--- src/rtl/flex_down_timer.sv ---
// Programmable down-counting timer: prescaled ticks decrement count_out from load_val;
// expiry on a tick at zero either reloads (auto_reload) or parks in DONE.
module flex_down_timer #(
    parameter int SIZE          = 4,
    parameter int PRESCALE_SIZE = 4
) (
    input  logic                     clk,
    input  logic                     n_rst,
    input  logic                     clear,
    input  logic                     start,
    input  logic [SIZE-1:0]          load_val,
    input  logic                     auto_reload,
    input  logic [PRESCALE_SIZE-1:0] tick_div,
    input  logic                     pause,
    output logic [SIZE-1:0]          count_out,
    output logic                     busy,
    output logic                     expire_flag,
    output logic                     done,
    output logic [1:0]               state_dbg
);

    typedef enum logic [1:0] {
        IDLE = 2'd0,
        RUN  = 2'd1,
        DONE = 2'd2
    } state_t;

    state_t                   state;
    logic [PRESCALE_SIZE-1:0] prescale_cnt;
    logic                     active;
    logic                     tick;

    // >= rather than == so lowering tick_div mid-run ticks promptly instead of wrapping
    assign active    = (state == RUN) && !pause;
    assign tick      = active && (prescale_cnt >= tick_div);
    assign state_dbg = state;

    always_ff @(posedge clk or negedge n_rst) begin
        if (!n_rst) begin
            state        <= IDLE;
            prescale_cnt <= '0;
            count_out    <= '0;
            busy         <= 1'b0;
            expire_flag  <= 1'b0;
            done         <= 1'b0;
        end else begin
            expire_flag <= 1'b0;
            if (clear) begin
                state        <= IDLE;
                prescale_cnt <= '0;
                count_out    <= '0;
                busy         <= 1'b0;
                done         <= 1'b0;
            end else if (start) begin
                state        <= RUN;
                prescale_cnt <= '0;
                count_out    <= load_val;
                busy         <= 1'b1;
                done         <= 1'b0;
            end else if (active) begin
                if (tick) begin
                    prescale_cnt <= '0;
                    if (count_out != '0) begin
                        count_out <= count_out - 1'b1;
                    end else begin
                        expire_flag <= 1'b1;
                        if (auto_reload) begin
                            count_out <= load_val;
                        end else begin
                            state <= DONE;
                            busy  <= 1'b0;
                            done  <= 1'b1;
                        end
                    end
                end else begin
                    prescale_cnt <= prescale_cnt + 1'b1;
                end
            end
        end
    end

endmodule
--- config.mk ---
export PLATFORM = sky130hd
export DESIGN_NAME = flex_down_timer
export DESIGN_NICKNAME = d
export VERILOG_FILES = /design/src/rtl/flex_down_timer.sv
export SDC_FILE = /design/constraint.sdc
export NUM_CORES = 1
export LEC_CHECK = 0
export CORE_MARGIN = 2
export CORE_UTILIZATION = 54
export DETAILED_ROUTE_END_ITERATION = 8
export DONT_BUFFER_PORTS = 1
export GPL_TIMING_DRIVEN = 1
export PLACE_DENSITY = 0.72
export SETUP_SLACK_MARGIN = 0.02
export SYNTH_ARGS = -nofsm -noshare
export SYNTH_HDL_FRONTEND = slang
export SYNTH_SLANG_ARGS = --single-unit
--- constraint.sdc ---
create_clock -name clk -period 1.9 [get_ports clk]
set_clock_uncertainty 0.15 [all_clocks]
set_input_delay 0.57 -clock clk [delete_from_list [all_inputs] [get_ports clk]]
set_output_delay 0.57 -clock clk [all_outputs]
set_load 0.05 [all_outputs]
==> qor.csv <==
stage;metric;value;unit
routing;Iter 0 DRT Violations;9;
clock_tree;root buf cell;clkbuf_4;
worst_setup_path;Worst Path Max Fanout;4;
place;number of buffers added on ports;0;
logic_synthesis;warnings from Yosys;0;
logic_synthesis;Gate Count Post-Synth;81;
cells_and_area;Antenna Cells;0;
power;Tot Pwr;0.794;mW
run;Max-Cap Viols;0;
logic_synthesis;ranking of synthesized cells by area;dfrtp_1 35%, ha_1 11%, o31ai_1 4.7%, nor2_1 4.3%, mux2i_1 3.8%;
clock_tree;CTS tree;done;
cells_and_area;Post-Layout Cell Count;113;
clock_tree;insertion delay to the later sink of the worst-skew pair;0.28;ns
routing;DR vias/cell;6.36;
power;sequential share of power;0.337;
die;die height;42.4;µm
sta;FMAX;0.495;GHz
power;Pleak;0.478;nW
die;# IOs;23;
clock_tree;CTS max path bufs;2;
logic_synthesis;synth cell count leaders;11 x dfrtp_1, 9 x nor2_1, 8 x inv_1;
global_routing;vias in the first global route;733;
cells_and_area;share of cells above drive strength 1;0.378;
logic_synthesis;register bit total from synthesis;11;
sta;fin crit period;2.02;ns
power;combinational share of power;0.452;
global_routing;total track usage;0.236;
sta;Final WS setup;-0.120;ns
power;Switch Pwr;0.325;mW
worst_setup_path;required time worst endpoint;1.96;ns
sta;Final Max Tran Viols;0;
logic_synthesis;Netlist cell types;35;
cells_and_area;P&R area growth vs syn;29.1;%
cells_and_area;Final Cell Area;0.00103;mm²
routing;vias after detailed routing;719;
die;die area;0.00179;mm²
global_routing;first-pass GRT wire length;3150;µm
power;VDD IR max;0.000516;V
sta;Max-Slew Margin vs Limit;0.633;
cells_and_area;Fillers;96;
logic_synthesis;top-area cell type share of the netlist area;0.346;
sta;Final setup viols;11;
die;Core ar.;0.00133;mm²
routing;final WL;1970;µm
global_routing;initial antenna violation count;0;
logic_synthesis;Top FF cell, synth;dfrtp_1;
logic_synthesis;cell with the most instances after synthesis;dfrtp_1;
routing;DRC errors left;0;
worst_setup_path;r2r startpoint;prescale_cnt[0];
worst_setup_path;critical path arrival;2.08;ns
sta;final worst path period share;1.06;
die;Initial Util;0.596;
die;Die X;42.4;µm
clock_tree;cts bufs inserted;3;
logic_synthesis;syn avg cell area;9.81;µm²
global_routing;largest net degree at the start of global routing;12;
routing;routed len/inst;17.4;µm
sta;Slew @ Worst Pin;0.548;ns
logic_synthesis;post-synthesis sequential area ratio;0.346;
clock_tree;postcts setup bufs;0;
clock_tree;Worst-path clk slew;0.07;ns
run_status;failing checks;negative setup slack;
routing;Routed Antenna Nets;0;
die;row count;13;
sta;Final TNS setup;-0.769;ns
place;Placed Area;936;µm²
place;Placer Congestion;0.903;
logic_synthesis;Yosys top cell by area;dfrtp_1;
global_routing;grt total ovfl;0;
power;Switching Fraction;0.409;
logic_synthesis;EDFF count, synth;0;
worst_hold_path;HP Class;input pin to flip-flop;
clock_tree;htree depth;1;
worst_setup_path;CP Launch Point;prescale_cnt[0];
clock_tree;Sink Count;11;
cells_and_area;fin nets;120;
worst_hold_path;hold path startpoint;clear;
run_status;status;finished with violations;
logic_synthesis;post-synthesis net count;102;
place;Detailed Place HPWL;1410;µm
logic_synthesis;Netlist Area Pre-Place;795;µm²
power;internal power;0.469;mW
logic_synthesis;asr flop ratio synth;1.00;
power;Clock power frac;0.211;
routing;DRT Pass-1 Iters;4;
worst_setup_path;Worst setup EP type;flip-flop;
place;dpl cells;108;
sta;Hold Fails Final Rpt;0;
worst_setup_path;critical path class;flip-flop to flip-flop;
power;PD cells;774;mW/mm²
cells_and_area;final core occ;0.769;
place;Place WS;-0.299;ns
sta;worst hold margin;0.188;ns
sta;RSZ-0062 raised after global routing;true;
worst_setup_path;Critical Path Start Type;flip-flop;
## power groups by stage
stage          clock network [mW]  registers [mW]  logic, mW
2_1_floorplan                   0           0.356      0.144
3_3_place_gp                    0           0.271      0.332
3_5_place_dp                    0           0.271      0.338
4_1_cts                     0.168           0.267      0.346
5_1_grt                     0.184           0.269      0.389
6_report                    0.167           0.268      0.359
## final timing paths
kind	slack (ns)	end	depth (start not counted)
min reg2reg	0.45	prescale_cnt[3]	2
min	0.19	state_dbg[0]	1
max in group asynchronous	0.68	count_out[3]	1
max	-0.12	count_out[1]	6
max reg2reg	-0.12	count_out[1]	6
min in group asynchronous	0.56	prescale_cnt[3]	1
## critical path, cell delays in order (launching register included)
cell	delay, ns
dfrtp_1	0.40
inv_2	0.08
ha_4	0.19
or3b_4	0.38
a211o_4	0.36
a31oi_4	0.19
mux2i_1	0.20
## per-layer routing
layer  vias to the layer above  GRT usage  part of all wire
met5                         -          0                 0
met4                         0     0.0938             0.026
met3                         6     0.0819             0.064
met2                        29      0.332              0.44
met1                       353      0.328              0.47
li1                        331          -                 -
## area by class of cell
type                            instances  area (µm²)  share of cell area
Timing Repair Buffer                   18         141               0.138
Inverter                                8        30.0              0.0293
Sequential cell                        11         275               0.268
Tap cell                               15        18.8              0.0183
Clock inverter                          1        5.00             0.00488
Clock buffer                            3        22.5              0.0220
Multi-Input combinational cell         57         533               0.520
## state kept, by name, indices dropped and copies added (netlist names)
name and count:
count_out 4, done 1, state_dbg 1, prescale_cnt 4
expire_flag 1
## cell usage in the layout (no fill, tap or decap), drive strengths merged, types with 2 or more instances in the layout
master / instances
nor3b: 2
nand2: 2
buf: 17
nor4: 3
o31ai: 5
mux2i: 3
dfrtp: 11
o211a: 2
nor3: 2
or3b: 2
ha: 7
nor2: 9
a31oi: 2
clkbuf: 3
xor2: 2
inv: 8
## cell families (layout without fill, tap and decap cells)
kind of cell / Yosys count / in the layout / share of synthesized area
muxes: 3 / 3 / 0.0378
buffers and inverters: 13 / 30 / 0.0756
xor gates and xnor gates: 3 / 3 / 0.0331
AOI/OAI and AO/OA: 19 / 19 / 0.213
adders and majority gates: 7 / 7 / 0.110
DFF: 11 / 11 / 0.346
and+or+nand+nor: 25 / 25 / 0.184
## timing repair
item,in CTS,in global routing
endpoints found under the setup margin,11,11
hold endpoints to repair,11,0
gates cloned,0,0
resized for setup,2,7
hold buffers,1,0
pin swaps,5,4
Note: power is estimated with default switching activity, not from simulation.
